### src/rtl/icache_pkg.sv
// Shared types, default geometry and address-split width helpers for the direct-mapped I-cache.
package icache_pkg;

    localparam int unsigned DEF_NUM_LINES      = 32'd8;
    localparam int unsigned DEF_WORDS_PER_LINE = 32'd4;

    typedef enum logic [0:0] {
        IDLE   = 1'b0,
        REFILL = 1'b1
    } state_e;

    function automatic int unsigned off_w(input int unsigned words_per_line);
        return $clog2(words_per_line) + 32'd2;
    endfunction

    function automatic int unsigned idx_w(input int unsigned num_lines);
        return $clog2(num_lines);
    endfunction

    function automatic int unsigned tag_w(input int unsigned num_lines, input int unsigned words_per_line);
        return 32'd32 - off_w(words_per_line) - idx_w(num_lines);
    endfunction

endpackage

### src/rtl/icache_dm_if.sv
// Fetch-port and instruction-memory bus bundle; slave is the cache side, master the core/memory side.
interface icache_dm_if;
    logic [31:0] core_addr;
    logic [31:0] core_rdata;
    logic        core_stall;
    logic        mem_req;
    logic [31:0] mem_addr;
    logic [31:0] mem_rdata;
    logic        mem_ack;

    modport slave (
        input  core_addr, mem_rdata, mem_ack,
        output core_rdata, core_stall, mem_req, mem_addr
    );

    modport master (
        output core_addr, mem_rdata, mem_ack,
        input  core_rdata, core_stall, mem_req, mem_addr
    );
endinterface

### src/rtl/icache_line_store.sv
// Valid/tag/data storage: combinational read of one word, single word write, valid-set and invalidate-all.
module icache_line_store
    import icache_pkg::*;
#(
    parameter int unsigned NUM_LINES      = DEF_NUM_LINES,
    parameter int unsigned WORDS_PER_LINE = DEF_WORDS_PER_LINE,
    localparam int unsigned IW = idx_w(NUM_LINES),
    localparam int unsigned CW = $clog2(WORDS_PER_LINE),
    localparam int unsigned TW = tag_w(NUM_LINES, WORDS_PER_LINE)
) (
    input  logic          clk,
    input  logic          rst_n,
    input  logic [IW-1:0] i_rd_idx,
    input  logic [CW-1:0] i_rd_off,
    output logic          o_rd_valid,
    output logic [TW-1:0] o_rd_tag,
    output logic [31:0]   o_rd_data,
    input  logic          i_wr_en,
    input  logic [IW-1:0] i_wr_idx,
    input  logic [CW-1:0] i_wr_off,
    input  logic [31:0]   i_wr_data,
    input  logic          i_set_valid,
    input  logic [TW-1:0] i_set_tag,
    input  logic          i_inv_all
);

    logic [NUM_LINES-1:0] r_valid;
    logic [TW-1:0]        r_tag  [NUM_LINES];
    logic [31:0]          r_data [NUM_LINES*WORDS_PER_LINE];

    assign o_rd_valid = r_valid[i_rd_idx];
    assign o_rd_tag   = r_tag[i_rd_idx];
    assign o_rd_data  = r_data[{i_rd_idx, i_rd_off}];

    // Valid bits: invalidate-all wins over a same-cycle line completion
    always_ff @(posedge clk or negedge rst_n) begin
        if (!rst_n) begin
            r_valid <= {NUM_LINES{1'b0}};
        end else if (i_inv_all) begin
            r_valid <= {NUM_LINES{1'b0}};
        end else if (i_set_valid) begin
            r_valid[i_wr_idx] <= 1'b1;
        end else begin
            r_valid <= r_valid;
        end
    end

    // Tag and data arrays carry no reset; valid bits alone qualify them
    always_ff @(posedge clk) begin
        if (i_wr_en) begin
            r_data[{i_wr_idx, i_wr_off}] <= i_wr_data;
        end
        if (i_set_valid) begin
            r_tag[i_wr_idx] <= i_set_tag;
        end
    end

endmodule

### src/rtl/icache_dm.sv
// Direct-mapped read-only instruction cache with line refill over a handshaked memory port.
// Define ICACHE_STATS_EN to add the hit_cnt/miss_cnt statistics outputs.
module icache_dm
    import icache_pkg::*;
#(
    parameter int unsigned NUM_LINES      = DEF_NUM_LINES,
    parameter int unsigned WORDS_PER_LINE = DEF_WORDS_PER_LINE
) (
    input  logic        clk,
    input  logic        rst_n,
    input  logic        flush,
`ifdef ICACHE_STATS_EN
    output logic [31:0] hit_cnt,
    output logic [31:0] miss_cnt,
`endif
    icache_dm_if.slave  bus
);

    localparam int unsigned OFF = off_w(WORDS_PER_LINE);
    localparam int unsigned IW  = idx_w(NUM_LINES);
    localparam int unsigned TW  = tag_w(NUM_LINES, WORDS_PER_LINE);
    localparam int unsigned CW  = $clog2(WORDS_PER_LINE);
    localparam logic [CW-1:0] LAST_WORD = CW'(WORDS_PER_LINE - 1);

    state_e        r_state;
    state_e        w_next_state;
    logic          r_mem_req;
    logic [31:0]   r_mem_addr;
    logic [CW-1:0] r_cnt;
    logic          r_drop;
    logic [IW-1:0] r_fill_idx;
    logic [TW-1:0] r_fill_tag;

    logic [IW-1:0] w_idx;
    logic [CW-1:0] w_off;
    logic [TW-1:0] w_tag;
    logic [31:0]   w_base;
    logic          w_rd_valid;
    logic [TW-1:0] w_rd_tag;
    logic [31:0]   w_rd_data;
    logic          w_hit;
    logic          w_ack;
    logic          w_last;
    logic          w_stall;
    logic [31:0]   w_rdata;
    logic          w_wr_en;
    logic          w_set_valid;
    logic          w_unused;

    assign w_idx    = bus.core_addr[OFF+IW-1:OFF];
    assign w_off    = bus.core_addr[OFF-1:2];
    assign w_tag    = bus.core_addr[31:OFF+IW];
    assign w_base   = {bus.core_addr[31:OFF], {OFF{1'b0}}};
    assign w_unused = &{1'b1, bus.core_addr[1:0]};
    assign w_hit    = w_rd_valid && (w_rd_tag == w_tag);
    assign w_ack    = bus.mem_ack && r_mem_req;
    assign w_last   = (r_cnt == LAST_WORD);

    icache_line_store #(
        .NUM_LINES      (NUM_LINES),
        .WORDS_PER_LINE (WORDS_PER_LINE)
    ) u_store (
        .clk         (clk),
        .rst_n       (rst_n),
        .i_rd_idx    (w_idx),
        .i_rd_off    (w_off),
        .o_rd_valid  (w_rd_valid),
        .o_rd_tag    (w_rd_tag),
        .o_rd_data   (w_rd_data),
        .i_wr_en     (w_wr_en),
        .i_wr_idx    (r_fill_idx),
        .i_wr_off    (r_cnt),
        .i_wr_data   (bus.mem_rdata),
        .i_set_valid (w_set_valid),
        .i_set_tag   (r_fill_tag),
        .i_inv_all   (flush)
    );

    // State register
    always_ff @(posedge clk or negedge rst_n) begin
        if (!rst_n) begin
            r_state <= IDLE;
        end else begin
            r_state <= w_next_state;
        end
    end

    // Next-state logic
    always_comb begin
        w_next_state = r_state;
        case (r_state)
            IDLE:    if (!w_hit) w_next_state = REFILL; else w_next_state = IDLE;
            REFILL:  if (w_ack && w_last) w_next_state = IDLE; else w_next_state = REFILL;
            default: w_next_state = IDLE;
        endcase
    end

    // Outputs and store controls; a flush on the final beat keeps the line invalid
    always_comb begin
        w_stall     = 1'b1;
        w_rdata     = 32'd0;
        w_wr_en     = 1'b0;
        w_set_valid = 1'b0;
        case (r_state)
            IDLE: begin
                if (w_hit) begin
                    w_stall = 1'b0;
                    w_rdata = w_rd_data;
                end else begin
                    w_stall = 1'b1;
                    w_rdata = 32'd0;
                end
            end
            REFILL: begin
                w_wr_en = w_ack;
                if (w_ack && w_last && !r_drop && !flush) w_set_valid = 1'b1;
                else                                     w_set_valid = 1'b0;
            end
            default: begin
                w_stall = 1'b1;
            end
        endcase
    end

    // Refill bookkeeping: registered request, word counter, drop flag and latched line
    always_ff @(posedge clk or negedge rst_n) begin
        if (!rst_n) begin
            r_mem_req  <= 1'b0;
            r_mem_addr <= 32'd0;
            r_cnt      <= {CW{1'b0}};
            r_drop     <= 1'b0;
            r_fill_idx <= {IW{1'b0}};
            r_fill_tag <= {TW{1'b0}};
        end else begin
            case (r_state)
                IDLE: begin
                    if (!w_hit) begin
                        r_mem_req  <= 1'b1;
                        r_mem_addr <= w_base;
                        r_cnt      <= {CW{1'b0}};
                        r_drop     <= flush;
                        r_fill_idx <= w_idx;
                        r_fill_tag <= w_tag;
                    end
                end
                REFILL: begin
                    if (flush) r_drop <= 1'b1;
                    if (w_ack) begin
                        r_cnt <= r_cnt + CW'(1);
                        if (w_last) r_mem_req  <= 1'b0;
                        else        r_mem_addr <= r_mem_addr + 32'd4;
                    end
                end
                default: begin
                    r_mem_req <= 1'b0;
                end
            endcase
        end
    end

    assign bus.core_stall = w_stall;
    assign bus.core_rdata = w_rdata;
    assign bus.mem_req    = r_mem_req;
    assign bus.mem_addr   = r_mem_addr;

`ifdef ICACHE_STATS_EN
    logic [31:0] r_hit_cnt;
    logic [31:0] r_miss_cnt;

    // Statistics: served hits not coinciding with flush, and IDLE-to-REFILL transitions
    always_ff @(posedge clk or negedge rst_n) begin
        if (!rst_n) begin
            r_hit_cnt  <= 32'd0;
            r_miss_cnt <= 32'd0;
        end else begin
            if (r_state == IDLE && w_hit && !flush) r_hit_cnt <= r_hit_cnt + 32'd1;
            if (r_state == IDLE && !w_hit)          r_miss_cnt <= r_miss_cnt + 32'd1;
        end
    end

    assign hit_cnt  = r_hit_cnt;
    assign miss_cnt = r_miss_cnt;
`endif

endmodule

### src/flat_wrapper.sv
// flat-port wrapper written by rule: the top's interface ports become plain ports
module icache_dm_flat import icache_pkg::*;
#(
    parameter int unsigned NUM_LINES      = DEF_NUM_LINES,
    parameter int unsigned WORDS_PER_LINE = DEF_WORDS_PER_LINE
)
  (clk, rst_n, flush, bus_core_addr, bus_mem_rdata, bus_mem_ack, bus_core_rdata, bus_core_stall, bus_mem_req, bus_mem_addr);
  icache_dm_if bus_i ();
  input  logic clk;
  input  logic rst_n;
  input  logic flush;
  input wire logic [$bits(bus_i.core_addr)-1:0] bus_core_addr;
  input wire logic [$bits(bus_i.mem_rdata)-1:0] bus_mem_rdata;
  input wire logic [$bits(bus_i.mem_ack)-1:0] bus_mem_ack;
  output wire logic [$bits(bus_i.core_rdata)-1:0] bus_core_rdata;
  output wire logic [$bits(bus_i.core_stall)-1:0] bus_core_stall;
  output wire logic [$bits(bus_i.mem_req)-1:0] bus_mem_req;
  output wire logic [$bits(bus_i.mem_addr)-1:0] bus_mem_addr;
  assign bus_i.core_addr = bus_core_addr;
  assign bus_i.mem_rdata = bus_mem_rdata;
  assign bus_i.mem_ack = bus_mem_ack;
  assign bus_core_rdata = bus_i.core_rdata;
  assign bus_core_stall = bus_i.core_stall;
  assign bus_mem_req = bus_i.mem_req;
  assign bus_mem_addr = bus_i.mem_addr;
  icache_dm #(.NUM_LINES(NUM_LINES), .WORDS_PER_LINE(WORDS_PER_LINE)) u_core (.clk(clk), .rst_n(rst_n), .flush(flush), .bus(bus_i));
endmodule
### config.mk
export PLATFORM = sky130hd
export DESIGN_NAME = icache_dm_flat
export DESIGN_NICKNAME = d
export VERILOG_FILES = /design/src/rtl/icache_pkg.sv /design/src/rtl/icache_dm_if.sv /design/src/rtl/icache_line_store.sv /design/src/rtl/icache_dm.sv /design/src/flat_wrapper.sv
export SDC_FILE = /design/constraint.sdc
export NUM_CORES = 1
export LEC_CHECK = 0
export ABC_AREA = 0
export CAP_MARGIN = 20
export CORE_MARGIN = 2
export CORE_UTILIZATION = 65
export DETAILED_ROUTE_END_ITERATION = 6
export GPL_TIMING_DRIVEN = 0
export PLACE_DENSITY_LB_ADDON = 0.2
export SLEW_MARGIN = 20
export SYNTH_ARGS = -nofsm -noshare
export SYNTH_HDL_FRONTEND = slang
export SYNTH_HIERARCHICAL = 1
export SYNTH_SLANG_ARGS = --single-unit
### constraint.sdc
create_clock -name clk -period 6.6 [get_ports clk]
set_clock_uncertainty 0.2 [all_clocks]
set_input_delay 0.66 -clock clk [delete_from_list [all_inputs] [get_ports clk]]
set_output_delay 0.66 -clock clk [all_outputs]
set_load 0.03 [all_outputs]
# Word level (Yosys, flattened, before mapping)
# Memories as Yosys holds them, arrays and structs flattened.
# Cells that the tools add are included.
[op_classes]
n_addsub = 2
order_cmp = 3
eq_ne = 7
muxes = 33
bitwise_logic = 3
n_reduce_logical = 14
[ops]
columns = ["cell", "count"]
rows = [
  ["2-to-1 mux 32 bit", 5],
  ["one-hot mux 32 bit (2 select lines)", 1],
  ["adder 32 x 3 -> 32 bit, second input constant", 1],
  ["equality test 25 bit", 1],
  ["2-to-1 mux 1 bit", 17],
  ["2-to-1 mux 8 bit", 2],
  ["inequality test 2 bit, second input constant", 5],
  ["< comparator 3 x 4 -> 1 bit, second input constant", 2],
  ["bitwise OR 8 bit", 1],
  ["logical AND 1 bit", 6],
  ["one-hot mux 1 bit (2 select lines)", 3],
  ["AND reduction 2 bit", 3],
  ["AND reduction 3 bit", 2],
  ["2-to-1 mux 2 bit", 2],
  ["one-hot mux 2 bit (2 select lines)", 1],
  ["binary-select mux 1 bit (select 3 bit)", 1],
  ["demux 1 bit (select 3 bit)", 1],
  [">= comparator 3 x 1 -> 1 bit, second input constant", 1],
  ["adder 2 x 1 -> 2 bit, second input constant", 1],
  ["equality test 2 bit, second input constant", 1],
  ["zero test 1 bit", 2],
  ["NOT 1 bit", 2],
  ["nonzero test 2 bit", 1],
]
[totals]
reg_bits = 73
ramBits = 1224
input_bits = 68
out_inout_bits = 66
elab_cells = 72
memories = 2
[memory_table]
columns = ["name", "depth", "width", "rd", "rd_clocked_by_memory_dff", "wr", "line", "source"]
rows = [
  ["u_core.u_store.r_data", 32, 32, 1, 0, 1, "icache_line_store.sv:29", "logic [31:0] r_data [NUM_LINES*WORDS_PER_LINE];"],
  ["u_core.u_store.r_tag", 8, 25, 1, 0, 1, "icache_line_store.sv:28", "logic [TW-1:0] r_tag [NUM_LINES];"],
]

# Longest topological paths before layout
[logic_depth]
depth_word = 8
ltp_mapped = 11
mapped_depth_nobuf = 8

# Cells and area by module
# Netlist, hierarchy kept.
[by_module_without_submodules]
columns = ["mod", "instances", "cells_per_inst", "area_each_um2", "seq_area_each_um2"]
rows = [
  ["icache_line_store", 1, 2548, 48013.5, 36955.4],
  ["icache_dm", 1, 437, 3618.5, 1576.5],
]

# Worst setup path before layout
# Ideal clock, no wire load.
[synth_timing]
kind = "input port to output port"
start = "input bus_core_addr[4]"
end = "output bus_core_rdata[24]"
arrival_time_ns = 3.288
required_ns = 5.740
setup_slack_ns = 2.452
path_stages = 11
path_buffers = 3
cell_sequence = "buf_6 > buf_12 > mux4_1 > mux2_2 > xor2_1 > nor4_1 > and4_1 > nand2_1 > nor2_2 > clkbuf_1 > and2_1"
[synth_via]
elab_chain_len = 5
word_cells_on_any_way = 8
classes_between = "1 x eq/ne; 4 x mux; 1 x reduce/logical; 2 x memory"
[synth_rtl]
columns = ["element", "line", "source"]
rows = [
  ["start: declaration", "flat_wrapper.sv:12", "input wire logic [$bits(bus_i.core_addr)-1:0] bus_core_addr;"],
  ["memory read (8 x 25 bit)", "n/a", ""],
  ["net u_core.w_rd_tag[20]", "icache_dm.sv:39", "logic [TW-1:0] w_rd_tag;"],
  ["equality test 25 bit", "icache_dm.sv:55", "assign w_hit = w_rd_valid && (w_rd_tag == w_tag);"],
  ["logical AND 1 bit", "icache_dm.sv:55", ""],
  ["2-to-1 mux 32 bit", "icache_dm.sv:106", "if (w_hit) begin"],
  ["2-to-1 mux 32 bit", "icache_dm.sv:104", "case (r_state)"],
  ["end: declaration", "flat_wrapper.sv:15", "output wire logic [$bits(bus_i.core_rdata)-1:0] bus_core_rdata;"],
]
# The timed path passes the listed nets, and every way through them passes these cells. The select of a mux whose other input is x is not followed.

# Worst setup path in the final report
[layout_timing]
start = "input bus_core_addr[5]"
end = "output bus_core_rdata[17]"
# The elaborated chain is that of the path after synthesis.

==> results.toml <==
[outcome]
status = "finished, final reports clean"

[sta]
finalCritPeriodShare_pct = 98.4
slew_violations = 0
fin_crit_ns = 6.49
fin_hold_ws_ns = 0.255
rsz0062_at_grt = "no"
setup_viol = 0
max_freq_ghz = 0.154
worst_slew_pin_slew_ns = 1.09
slew_headroom_pct = 27.4
hold_viol = 0

[clock_tree]
cts_made_buffers = 130
clock_sinks = 1295
clkLatencyLatePin_ns = 0.73
path_clk_slew_ns = 0.06
htreeDepth = 4
cts.path.max_buffers = 3
cts_root_buf = "clkbuf_16"
cts_tree = "yes"

[critical_path]
cp_max_fo = 10
reg2reg_from = "u_core/u_store/r_tag[1][12]$_DFFE_PP_"
critPathSlowestCell = "clkdlybuf4s50_1"
endpoint_kind = "output pin"
startpoint_type = "primary input"
crit_end = "bus_core_rdata[17]"
cp.arrival_ns = 5.63
path_class = "primary input to output pin"
critPathRequiredTime_ns = 5.74
rrSetupSlack_ns = 2.77
r2r_cells = 9
slowest_delay_ns = 0.71
reg2reg_to = "u_core/bus.mem_addr[19]$_DFFE_PN0P_"
setup.worst_path.start = "bus_core_addr[5]"
crit_chain = "clkdlybuf4s50_1, buf_2, clkbuf_2, mux4_1, mux2_2, xor2_1, nor4_1, and4_1, nand2_1, nor2_4, buf_12, clkbuf_2, and2_1, clkdlybuf4s50_1"

[synthesis]
synth_edf_count = 1224
syn_inst = 2985
ys_seq_area_share_pct = 74.6
syn-cell-area_sq_um = 51600
async_flop_share_pct = 5.48
synth_cell_types = 61
synth_area_leaders = "edfxtp_1 (71%), mux2i_1 (10%), dfrtp_1 (3.4%)"
synth.top_cell.area_share_pct = 71.2
ys_warn_count = 6
ys_ff_latch = 1295
synth.avg_cell_area_sq_um = 17.3
synth_ff_type = "edfxtp_1"
synth.largest_area_cell = "edfxtp_1"

[place]
post-dp-hpwl_um = 82600
place_area_sq_um = 55400
port_buffers = 128
gp_congestion = 0.882

[final_layout]
drive_above_1_share_pct = 14.3
nets = 3361
final_cell_area_sq_um = 59400
fin_util_pct = 75.3
syn2layout_area_growth_pct = 15.0
diodes = 0

[floorplan]
fp.dieH_um = 286
rows = 103
dieWidth_um = 286
initial_core_util_pct = 65.5
core-area_sq_um = 78900
dieArea_sq_um = 81700
io_pins = 134

[drt]
ant_nets = 0
drcViolationCount = 0
vias = 29300
firstDrtPassIters = 6
drt_iter0_drc = 3482
route.final.wire_length_um = 128000
wl_per_cell_um = 28.8
drt-vias-per-instance = 6.59

[worst_hold_path]
min_path_type = "primary input to async pin"

[grt]
grt_pass1_vias = 29100
grt_usage_pct = 31.3
grt_overflow_total = 0
antenna_found_initial = 0
grt_max_degree = 38
grt_pass1_wl_um = 186000

[power]
p_leak_nw = 21.1
power.density_nw_per_um2 = 320
peakVddDrop_mv = 0.377
total_power_mw = 19.0

[run]
drv_cap = 0
-- layer usage --
layer  share of wire, %  track usage (%)
met2                 50             51.9
met3                9.1             4.76
met1                 38             43.4
met5                  0                0
met4                2.9             10.0
-- worst max-delay path: cells and delay by family --
kind	cells	cell delay, ns
and+or+nand+nor	5	1.56
xor gates and xnor gates	1	0.20
muxes	2	0.64
buffers and inverters	6	2.54
-- registers in the layout, indices dropped and copies added, names as in the netlist --
| name | flops |
|---|---|
| u_core/u_store/r_data | 1024 |
| u_core/r_fill_idx | 3 |
| u_core/r_fill_tag | 25 |
| u_core/r_state | 1 |
| u_core/r_cnt | 2 |
| u_core/bus.mem_addr | 30 |
| u_core/u_store/r_tag | 200 |
| u_core/bus.mem_req | 1 |
| u_core/u_store/r_valid | 8 |
| u_core/r_drop | 1 |
-- cell families after synthesis --
kind of cell / Yosys count / synth area share, %
AO/OA/AOI/OAI: 363 / 4.76
XOR/XNOR: 25 / 0.424
adder cells (fa/ha/maj): 2 / 0.0485
buffers and inverters: 170 / 2.16
flip-flops: 1295 / 74.6
multiplexers: 595 / 13.1
other: 1 / 0.00726
AND/OR/NAND/NOR: 534 / 4.85
-- per-stage QoR --
stage	setup TNS, ns	setup slack [ns]	std cells
final	0	0.106	4440
after global routing	0	0.0180	4440
after CTS	0	0.108	4440
after detailed placement	-15.67	-0.781	4205
after global placement	-13.19	-0.698	4164
after floorplan	0	2.45	2986
-- repair_timing --
item | in CTS | in global routing
hold buffers | 1 | 0
hold endpoints to repair | 36 | 0
buffers inserted | 3 | 0
setup endpoints to repair | 33 | 18
pin swaps | 1 | 0
gates resized for setup | 8 | 5
-- layout make-up --
class,count,area [sq um]
multi-input combinational,1521,12300
sequential,1295,38500
inverter,10,37.5
buffer,160,1090
tap,1050,1310
clock buffer,175,3570
fill,4482,19500
clock inverter,56,438
timing repair buffer,173,2090
-- worst min path at each step --
| stage | startpoint | end | slack [ns] | depth (start not counted) |
|---|---|---|---|---|
| finish | rst_n | u_core/bus.mem_addr[16]$_DFFE_PN0P_ | 0.25 | 2 |
| global route | bus_mem_rdata[28] | u_core/u_store/r_data[11][28]$_DFFE_PP_ | 0.29 | 1 |
| CTS | rst_n | u_core/bus.mem_addr[16]$_DFFE_PN0P_ | 0.24 | 2 |
| detailed placement | u_core/r_drop$_DFFE_PN0P_ | u_core/r_drop$_DFFE_PN0P_ | 0.28 | 2 |
| global placement | u_core/r_drop$_DFFE_PN0P_ | u_core/r_drop$_DFFE_PN0P_ | 0.27 | 2 |
| floorplan | rst_n | u_core/bus.mem_addr[10]$_DFFE_PN0P_ | 0.16 | 0 |
-- where the power goes --
| part | internal, mW | total [mW] | switching (mW) |
|---|---|---|---|
| sequential | 9.62 | 10.0 | 0.393 |
| combinational | 0.671 | 2.01 | 1.34 |
| clock | 3.97 | 6.94 | 2.98 |
-- synthesized netlist by cell type, drive strengths merged (2+ instances only) --
cell	count
and2	36
o21ai	19
nand2b	2
nor3	43
mux2i	517
nand4	9
nand3	117
nor2	69
a21oi	119
a22o	64
nand3b	5
xor2	24
inv	10
mux4	52
o21ba	6
clkbuf	37
ha	2
a31oi	36
a22oi	97
or2	2
buf	123
a211o	3
and4	2
and3	5
o221a	3
dfrtp	71
nor4	10
a211oi	5
nor2b	2
edfxtp	1224
a311oi	3
nand2	225
mux2	26
or3b	3
a21o	2
-- cells in the final DEF (no fill, tap or decap), drive strengths merged, types with 3 or more instances in the layout --
cell,count
edfxtp,1224
mux2i,517
nand2,225
clkbuf,212
buf,199
a21oi,119
nand3,117
a22oi,97
clkdlybuf4s50,96
dfrtp,71
nor2,69
a22o,64
mux4,52
nor3,43
clkinv,43
a31oi,36
and2,36
mux2,26
xor2,24
o21ai,19
inv,17
nor4,10
nand4,9
o21ba,6
and3,5
a211oi,5
nand3b,5
bufinv,4
a211o,3
a311oi,3
o221a,3
or3b,3
No activity file was read; power rests on OpenSTA's default activity.
